**src/rtl/rr_arbiter_4.sv**
```systemverilog
// rr_arbiter_4: four-way round-robin arbiter with a registered one-hot grant
// and a matching binary index. A grant is held until done, withdrawal, a
// hold-time limit or a global disable. On release the next winner is
// loaded at the same edge, so there is no idle cycle between grants.
//
// Ports:
//   clk        in   1  rising-edge clock
//   rst_n      in   1  synchronous active-low reset
//   en         in   1  enable; 0 releases the current grant and blocks new ones
//   req        in   4  request lines, bit i = requester i
//   done       in   1  current owner finished (ignored while idle)
//   gnt        out  4  one-hot grant, zero when there is no owner
//   gnt_idx    out  2  binary index of the owner, zero when there is no owner
//   gnt_valid  out  1  a grant is held (OR of gnt)
//   timeout    out  1  one-cycle pulse after a release caused by the hold limit
module rr_arbiter_4 #(
   parameter int unsigned MAX_HOLD   = 8,
   parameter int unsigned PRIO_RESET = 0
) (
   input  logic       clk,
   input  logic       rst_n,
   input  logic       en,
   input  logic [3:0] req,
   input  logic       done,
   output logic [3:0] gnt,
   output logic [1:0] gnt_idx,
   output logic       gnt_valid,
   output logic       timeout
);

   localparam int unsigned N  = 4;
   localparam int unsigned IW = 2;
   localparam int unsigned CW = 8;

   // Hold limit only applies when MAX_HOLD is non-zero; LIM_LAST is the
   // hold_cnt value of the final permitted grant cycle.
   localparam bit            LIM_ON   = (MAX_HOLD != 0);
   localparam logic [CW-1:0] LIM_LAST = CW'(MAX_HOLD - 1);
   localparam logic [CW-1:0] CNT_MAX  = '1;

   typedef enum logic {
      S_IDLE  = 1'b0,
      S_GRANT = 1'b1
   } state_t;

   state_t        r_state;
   logic [IW-1:0] r_ptr;
   logic [CW-1:0] r_hold_cnt;
   logic [N-1:0]  r_gnt;
   logic [IW-1:0] r_idx;
   logic          r_valid;
   logic          r_timeout;

   logic          w_rel_en;
   logic          w_rel_done;
   logic          w_rel_wd;
   logic          w_rel_lim;
   logic          w_release;
   logic [IW-1:0] w_scan_ptr;
   logic [N-1:0]  w_mask;
   logic          w_found;
   logic [IW-1:0] w_win;

   assign gnt       = r_gnt;
   assign gnt_idx   = r_idx;
   assign gnt_valid = r_valid;
   assign timeout   = r_timeout;

   // Release causes, each masked by the higher-priority ones so exactly one fires.
   assign w_rel_en   = ~en;
   assign w_rel_done = en & done;
   assign w_rel_wd   = en & ~done & ~req[r_idx];
   assign w_rel_lim  = en & ~done & req[r_idx] & LIM_ON & (r_hold_cnt == LIM_LAST);
   assign w_release  = (r_state == S_GRANT) &
                       (w_rel_en | w_rel_done | w_rel_wd | w_rel_lim);

   // While granting, the search starts just past the owner (the pointer value
   // that a release will store); while idle it starts at the stored pointer.
   assign w_scan_ptr = (r_state == S_GRANT) ? IW'(r_idx + IW'(1)) : r_ptr;

   // A withdrawing owner is excluded from the re-evaluation.
   always_comb begin
      w_mask = req;
      if (w_rel_wd) begin
         w_mask[r_idx] = 1'b0;
      end
   end

   // First set bit of w_mask at or after w_scan_ptr, wrapping mod 4.
   // Scanned from the far end so the nearest candidate is the last to assign.
   always_comb begin
      w_found = 1'b0;
      w_win   = '0;
      for (int k = N - 1; k >= 0; k--) begin
         if (w_mask[IW'(w_scan_ptr + IW'(k))]) begin
            w_found = 1'b1;
            w_win   = IW'(w_scan_ptr + IW'(k));
         end
      end
   end

   // Arbiter state machine with registered outputs.
   always_ff @(posedge clk) begin
      if (!rst_n) begin
         r_state    <= S_IDLE;
         r_ptr      <= IW'(PRIO_RESET);
         r_hold_cnt <= '0;
         r_gnt      <= '0;
         r_idx      <= '0;
         r_valid    <= 1'b0;
         r_timeout  <= 1'b0;
      end else begin
         r_timeout <= 1'b0;
         case (r_state)
            S_IDLE: begin
               if (en && w_found) begin
                  r_state    <= S_GRANT;
                  r_gnt      <= N'(1) << w_win;
                  r_idx      <= w_win;
                  r_valid    <= 1'b1;
                  r_hold_cnt <= '0;
               end
            end
            S_GRANT: begin
               if (!w_release) begin
                  if (r_hold_cnt != CNT_MAX) begin
                     r_hold_cnt <= r_hold_cnt + CW'(1);
                  end
               end else begin
                  r_ptr      <= w_scan_ptr;
                  r_timeout  <= w_rel_lim;
                  r_hold_cnt <= '0;
                  if (en && w_found) begin
                     r_gnt   <= N'(1) << w_win;
                     r_idx   <= w_win;
                     r_valid <= 1'b1;
                  end else begin
                     r_state <= S_IDLE;
                     r_gnt   <= '0;
                     r_idx   <= '0;
                     r_valid <= 1'b0;
                  end
               end
            end
            default: begin
               r_state <= S_IDLE;
               r_gnt   <= '0;
               r_idx   <= '0;
               r_valid <= 1'b0;
            end
         endcase
      end
   end

endmodule

```
**config.mk**
```make
export PLATFORM = sky130hd
export DESIGN_NAME = rr_arbiter_4
export DESIGN_NICKNAME = d
export VERILOG_FILES = /design/src/rtl/rr_arbiter_4.sv
export SDC_FILE = /design/constraint.sdc
export NUM_CORES = 1
export LEC_CHECK = 0
export CORE_UTILIZATION = 35
export DETAILED_ROUTE_END_ITERATION = 8
export PLACE_DENSITY = 0.57
export SYNTH_ARGS = -nofsm -noshare
export SYNTH_HDL_FRONTEND = slang
export SYNTH_SLANG_ARGS = --single-unit
```
**constraint.sdc**
```tcl
create_clock -name clk -period 2.4 [get_ports clk]
set_clock_uncertainty 0.05 [all_clocks]
set_input_delay 0.24 -clock clk [delete_from_list [all_inputs] [get_ports clk]]
set_output_delay 0.24 -clock clk [all_outputs]
set_load 0.05 [all_outputs]
```
# Word level (Yosys, flattened, before mapping)
# Cells that the tools add are included.
[totals]
input_bits = 8
reg_bits = 19
word_cells = 85
out_inout_bits = 8
[op_classes]
shifts = 1
bitwise = 15
n_addsub = 5
reduce_logical = 6
n_eq_ne = 5
magnitude_cmp = 6
muxes = 40
[ops]
columns = ["cell", "count"]
rows = [
  ["$mux W8", 3],
  ["$mux W2", 8],
  ["$mux W4", 4],
  ["$pmux W8 S2", 1],
  ["$lt A2 B3 Y1 const B", 5],
  ["$mux W1", 14],
  ["$bmux W1 S2", 5],
  ["$add A8 B1 Y8 const B", 1],
  ["$eq A8 B3 Y1 const B", 1],
  ["$ne A8 B8 Y1 const B", 1],
  ["$pmux W4 S2", 1],
  ["$and A1 B1 Y1", 6],
  ["$reduce_and A2 Y1", 3],
  ["$add A2 B1 Y2 const B", 2],
  ["$add A2 B2 Y2 const B", 2],
  ["$and A4 B4 Y4", 1],
  ["$not A1 Y1", 4],
  ["$not A4 Y4", 1],
  ["$pmux W1 S2", 2],
  ["$pmux W2 S2", 1],
  ["$shl A1 B2 Y4 const A", 1],
  ["$ne A3 B1 Y1 const B", 1],
  ["$or A1 B1 Y1", 3],
  ["$reduce_and A3 Y1", 1],
  ["other kinds (5)", 6],
]

# Logic depth before layout (Yosys ltp)
# Gate-level depths: netlist of run 1.
[depth]
depth_word = 17
ltp_mapped = 8
ltp_nobuf = 8

# Worst setup path after synthesis of run 1
# Ideal clock, no wire load.
[synth_timing]
path_kind = "register to register"
from = "register r_idx[0] (netlist: gnt_idx[0])"
to = "register r_gnt[0] (netlist: gnt[0])"
path_stages_with_launch = 9
setup_time_ns = 0.117
slack_ns = -0.372
period_less_slack_ns = 2.772
arrival_time_ns = 2.604
cell_sequence = "dfxtp_1 -> ha_1 -> nor4bb_1 -> a21boi_1 -> and2_4 -> or4_1 -> buf_4 -> and4_1 -> a32o_1"
[synth_via]
elab_chain_cells = 17
word_cells_on_any_way = 47
[synth_rtl]
columns = ["item", "line", "rtl"]
rows = [
  ["from (decl)", "50", "logic [IW-1:0] r_idx;"],
  ["from (signal assigned)", "119", "r_idx <= w_win;"],
  ["from (signal assigned)", "135", "r_idx <= w_win;"],
  ["$lt A2 B3 Y1 (not written as such) or $ge A2 B1 Y1 (tied branches)", "85", "w_mask[r_idx] = 1'b0;"],
  ["$logic_and A1 B1 Y1 (not written as such)", "85", ""],
  ["$mux W1 (not written as such)", "85", ""],
  ["$demux W1 S2", "85", ""],
  ["$not A4 Y4 (no source line)", "n/a", ""],
  ["$and A4 B4 Y4 (no source line)", "n/a", ""],
  ["$mux W4", "84", "if (w_rel_wd) begin"],
  ["$bmux W1 S2", "95", "if (w_mask[IW'(w_scan_ptr + IW'(k))]) begin"],
  ["$mux W1 (not written as such)", "95", ""],
  ["$mux W2 or $mux W1 (tied branches) (4 in series)", "95", ""],
  ["$shl A1 B2 Y4 or $logic_and A1 B1 Y1 (tied branches)", "n/a", ""],
  ["$mux W4", "133", "if (en && w_found) begin"],
  ["$mux W4", "125", "if (!w_release) begin"],
  ["$pmux W4 S2", "114", "case (r_state)"],
  ["to (signal assigned)", "118", "r_gnt <= N'(1) << w_win;"],
  ["to (signal assigned)", "134", "r_gnt <= N'(1) << w_win;"],
  ["to (decl)", "49", "logic [N-1:0] r_gnt;"],
]
# Parallel ways exist; a longest one is shown, timed or not. The select of a mux whose other input is x is not followed.
# A chain may end at the register's enable or synchronous reset.

# Final worst setup path of run 1
# Same ends and word-level chain as after synthesis.

==> run metrics, run 1 <==
H-tree depth=1; worst-path fanout max=5; Cell variety after synth=49; clock root cell=clkbuf_4; Mapped Area=0.00118 mm²; CP max-delay cell=or4_4; fraction of registers with async set/reset=0%; min cycle time layout=2.30 ns; port buffer count=15; Rows=20; CTS sink count=19; Max Fclk=434 MHz; Mean Syn Cell Area=9.03 µm²; post-CTS setup buffer count=0; worst r2r src=gnt_idx[0]; Finished Cell Area=0.00167 mm²; Die W=60.1 µm; PwrDens=433 mW/mm²; flop2flop setup slack=0.1 ns; Yosys warning count=0; final net count=183; TritonRoute pass-1 iters=4; highest metal used=met4; Filler Cell Count=284; Fin. Hold Viols=0; DRC viols=0; cts hold-fix bufs=0; endpoint type of the worst setup path=register; final core occ=53.5%; Crit path largest cell delay=0.60 ns; first-pass GRT wire length=5220 µm; Die Height=60.1 µm; die area=0.00361 mm²; drt total wl=3010 µm; setup tns final=0 ns; Vias/cell=5.46; CP Class=reg2reg; Hold WS=0.434 ns; Hold Path Sink=gnt[3]; Tcrit/Tclk final=95.9%; VDD IR-drop max=335 µV; CP cell instances=mux2i_4 -> a22o_1 -> a21boi_1 -> or4_4 -> buf_4 -> a211oi_4 -> a32o_1; Avg WL per Cell=14.1 µm; PnR worst setup slack=0.0976 ns; gpl congestion=0.844; Clock Pin Slew Worst Setup and Hold Paths=0.11 ns; share of layout cells above drive strength 1=26.0%; largest area contributor in the netlist=dfxtp_1; commonest cells after routing, fill and taps aside=buf_4, dfxtp_1, clkdlybuf4s50_1; CTS tree=done; Hold Path Class=reg2reg; Worst Reg2Reg Path Length in Cells=7; gr usage total=19.0%; worst hold stages=2; routed wire length on met2=1440 µm; Core ar.=0.00313 mm²; sequential area share after synthesis=32.2%; setup violators final=0; Hold Startpoint=gnt[3]; Top-Level Pins=16; Antenna Cells=0; post-detail-place hpwl=2270 µm; worst slew pin tran=0.509 ns; Max Cap Viol=0; Placement Setup Slack=-0.383 ns; cells after synthesis=131; met1 wire length=1490 µm; Area contributors post-synth=dfxtp_1, ha_1, o211a_1; fin. max-slew vios=0; met3 routed WL=59 µm; cts bufs inserted=3; largest net degree at the start of global routing=14; critical path startpoint category=register; Worst R2R End=gnt[0]; WP data required=2.60 ns; DR iter-0 viols=48; remaining antenna violation count=0; Post-synth top flop=dfxtp_1; grt ovf=0; Clock Path Buffers=2; via count=1163; post-synthesis net count=144; Synth top area share=32.2%; unrepaired setup endpoints after global routing=false; initial antenna violation count=0; clk_lat worst skew=0.29 ns; vias in the first global route=1145; Layout area overhead=41.5%; Initial Util=37.8%; critical path arrival=2.50 ns; EDFF count, synth=0; number of synthesized register bits=19; post-placement cell area=0.00155 mm²; Lkg Pwr=0.726 nW; Slew headroom=66.0%; run status=complete, no violations; commonest non-fill, non-tap cell in the layout=buf_4
how the worst max path moves through the flow:
| stage | startpoint | endpoint | slack, ns |
|---|---|---|---|
| 5_1_grt | gnt_idx[0] | r_hold_cnt[1] | 0.008 |
| 4_1_cts | gnt_idx[0] | r_hold_cnt[1] | 0.0006 |
| 2_1_floorplan | gnt_idx[0] | gnt[0] | 0.004 |
| 3_5_place_dp | en | r_hold_cnt[7] | -0.38 |
| 3_3_place_gp | en | gnt[3] | -0.26 |
| 6_report | gnt_idx[0] | gnt[0] | 0.1 |
through the flow:
stage / instances / total power, mW
after floorplan: 131 / 0.461
after global placement: 209 / 0.542
after detailed placement: 209 / 0.544
after CTS: 213 / 0.709
after global routing: 213 / 0.770
final: 213 / 0.724
synthesized netlist by cell type, types with 3 or more instances:
| master | number |
|---|---|
| a21boi_1 | 3 |
| a21o_1 | 6 |
| and3_1 | 7 |
| dfxtp_1 | 19 |
| ha_1 | 5 |
| inv_1 | 7 |
| mux2i_1 | 3 |
| nand2_1 | 8 |
| nand3_1 | 8 |
| nor2_1 | 6 |
| o211a_1 | 5 |
| o21ai_0 | 7 |
where the power goes:
part	leakage, nW	switching, mW	internal [mW]	total, mW
clock	0.0150	0.100	0.0646	0.165
combinational	0.555	0.118	0.101	0.219
sequential	0.156	0.0134	0.327	0.341
state kept, by name, summed over array words and instances, names as in the netlist:
name,count
r_state,1
r_hold_cnt,8
r_ptr,2
gnt,4
gnt_valid,1
timeout,1
gnt_idx,2
routing by layer:
layer	vias up	global-route usage, %
met5	-	0
met4	0	5.98
met3	2	2.16
met2	14	30.8
met1	563	26.2
li1	584	-
timing repair:
item                       4_1_cts  5_1_grt
pin swaps                        1        5
setup endpoints to repair       14       14
cloned                           0        0
gates resized for setup          2       14
worst max-delay path: cells and delay by family (launching register included):
| family | cells | cell delay [ns] |
|---|---|---|
| and+or+nand+nor | 1 | 0.60 |
| buffers and inverters | 1 | 0.19 |
| muxes | 1 | 0.32 |
| DFF | 1 | 0.43 |
| AOI/OAI and AO/OA | 4 | 0.67 |
final cells by class:
class | instances | area (µm²) | area share, %
repair buffers | 38 | 329 | 19.7
multi-input cells | 101 | 848 | 50.7
clock buffers | 4 | 26.3 | 1.57
inverters | 7 | 26.3 | 1.57
flip-flops and latches | 19 | 388 | 23.2
well taps | 44 | 55.1 | 3.29
cell families (layout without fill, tap and decap cells):
group / count (synthesis) / in the layout / synth area share (%)
AO/OA/AOI/OAI: 43 / 43 / 29.8
adder cells (fa/ha/maj): 5 / 5 / 5.29
flip-flops: 19 / 19 / 32.2
AND/OR/NAND/NOR: 48 / 48 / 23.9
buffers and inverters: 11 / 49 / 3.92
multiplexers: 5 / 5 / 4.87
Power figures use the tool's default switching activity.
==> run 2, diff against run 1 <==
- PLACE_DENSITY: 0.57 -> 0.55
- clock period: 2.4 -> 2.15 ns (I/O delays scaled with it)
==> run 2 against run 1 <==
The run now ends with setup timing left. Worst hold slack gained 0.0028 ns. Final area grew 6.5%. Critical path depth shrank 1. Clock power grew 11%. Largest power group unchanged.
==> run metrics, run 2 (synthesis results as in run 1) <==
run status=finished, violations left; failing checks=setup timing; Vias/cell=5.31 (-2.7%); Die Height=60.1 µm (unchanged); largest reg by FF count=r_hold_cnt; CTS sink count=19 (unchanged); commonest cells after routing, fill and taps aside=buf_4, dfxtp_1, clkdlybuf4s50_1; Initial Util=37.8% (unchanged); grt ovf=0 (unchanged); DRC viols=0 (unchanged); min cycle time layout=2.31 ns (+0.00410 ns); worst-path fanout max=7 (+2); Max Fclk=434 MHz (-0.18%); VDD IR-drop max=325 µV (-2.9%); Clock Pin Slew Worst Setup and Hold Paths=0.11 ns (about the same); worst r2r src=gnt_idx[0]; Fin. Hold Viols=0 (unchanged); initial antenna violation count=0 (unchanged); gr usage total=20.3% (+1.2 points); Layout area overhead=50.7%; Worst Reg2Reg Path Length in Cells=6 (-1); Final Total Pwr=0.826 mW (+14%); Core ar.=0.00313 mm² (unchanged); Hold Path Class=reg2reg; TritonRoute pass-1 iters=5 (+1); flop2flop setup slack=-0.16 ns (-0.25 ns); via count=1206 (+3.7%); Antenna Cells=0 (unchanged); cts hold-fix bufs=0 (unchanged); PwrDens=464 mW/mm² (+7.1%); Die W=60.1 µm (unchanged); Max Cap Viol=0 (unchanged); commonest non-fill, non-tap cell in the layout=buf_4; multi-input logic area=857 µm² (+1.0%); worst hold stages=2 (unchanged); Top-Level Pins=16 (unchanged); cts bufs inserted=3 (unchanged); final net count=197 (+7.7%); Lkg Pwr=0.784 nW (+8.0%); PnR worst setup slack=-0.156 ns (-0.254 ns); worst slew pin tran=0.502 ns (-0.00690 ns); remaining antenna violation count=0 (unchanged); Hold Startpoint=r_hold_cnt[1]; Clock Path Buffers=2 (unchanged); DR iter-0 viols=40 (-17%); drt total wl=3160 µm (+4.8%); clk_lat worst skew=0.30 ns (about the same); CTS tree=done; gpl congestion=0.802 (-5.0%); Largest register FFs=8 (unchanged); Hold WS=0.437 ns (+0.00282 ns); fin. max-slew vios=0 (unchanged); WP depth=6 (-1); vias in the first global route=1185 (+3.5%); port buffer count=15 (unchanged); Filler Cell Count=287 (+1.1%); unrepaired setup endpoints after global routing=true; Avg WL per Cell=13.9 µm (-1.7%); CP cell instances=mux2i_4 -> a22o_1 -> a21boi_2 -> or4_4 -> a211o_1 -> o22ai_2; Top delay family on crit path=compound AO/OA/AOI/OAI gates; largest net degree at the start of global routing=12 (-2); endpoint type of the worst setup path=register; die area=0.00361 mm² (unchanged); sequential cell area=388 µm² (unchanged); critical path arrival=2.48 ns (-0.02 ns); post-detail-place hpwl=2300 µm (+1.0%); share of layout cells above drive strength 1=33.9% (+7.8 points); CP max-delay cell=or4_4; WP data required=2.32 ns (-0.28 ns); final core occ=57.0% (+3.5 points); clock root cell=clkbuf_4; H-tree depth=1 (unchanged); CP Buf/Inv Count=0 (-1); Tcrit/Tclk final=107% (+11 points); CP Class=reg2reg; setup violators final=16 (+16); critical path startpoint category=register; Hold Path Sink=r_hold_cnt[1]; first-pass GRT wire length=5490 µm (+5.0%); Worst R2R End=gnt_idx[1]; Crit path largest cell delay=0.60 ns (about the same); Rows=20 (unchanged); Slew headroom=66.4% (+0.38 points)
[run 2: what timing repair did]
item | 4_1_cts | 5_1_grt
endpoints found under the setup margin | 16 | 17
buffers inserted | 5 | 1
cloned | 0 | 0
pin swaps | 10 | 8
gates resized for setup | 9 | 6
[run 2: worst max path at each step]
stage	startpoint	to
2_1_floorplan	gnt_idx[0]	gnt[0]
3_3_place_gp	en	r_hold_cnt[7]
3_5_place_dp	en	r_hold_cnt[7]
4_1_cts	gnt_idx[0]	r_hold_cnt[7]
5_1_grt	gnt_idx[0]	gnt_idx[1]
6_report	gnt_idx[0]	gnt_idx[1]
[run 2: routing by layer]
layer | global-route usage (%) | wire [µm] | vias to the layer above
met5 | 0 | 0 | -
met4 | 3.65 | 25 | 0
met3 | 4.98 | 80 | 6
met2 | 32.5 | 1510 | 15
met1 | 27.5 | 1540 | 572
li1 | - | - | 613
[run 2: stage by stage]
| stage | std cells | setup TNS (ns) | setup slack (ns) | instance area (µm²) |
|---|---|---|---|---|
| final | 227 | -1.50 | -0.156 | 1780 |
| after global routing | 227 | -2.82 | -0.240 | 1780 |
| after CTS | 226 | -1.08 | -0.133 | 1760 |
| after detailed placement | 217 | -5.17 | -0.369 | 1630 |
| after global placement | 217 | -4.54 | -0.315 | 1630 |
| after floorplan | 131 | -1.06 | -0.132 | 1220 |
[run 2: cell type report]
| class | instances | area share, % |
|---|---|---|
| clock buffer | 3 | 1.26 |
| clock inverter | 1 | 0.281 |
| inverter | 7 | 1.47 |
| multi-input combinational | 101 | 48.1 |
| sequential | 19 | 21.8 |
| tap | 44 | 3.09 |
| timing repair buffer | 52 | 24.0 |
[run 2: worst min-delay path, delay by kind of cell, from the launching register on]
family,cells,cell delay [ns]
DFF,1,0.34
muxes,1,0.06
and+or+nand+nor,1,0.06
[run 2: power by group]
part	internal (mW)	switching, mW
Sequential	0.365	0.0175
Clock	0.0695	0.114
Combinational	0.126	0.134
Total	0.561	0.266
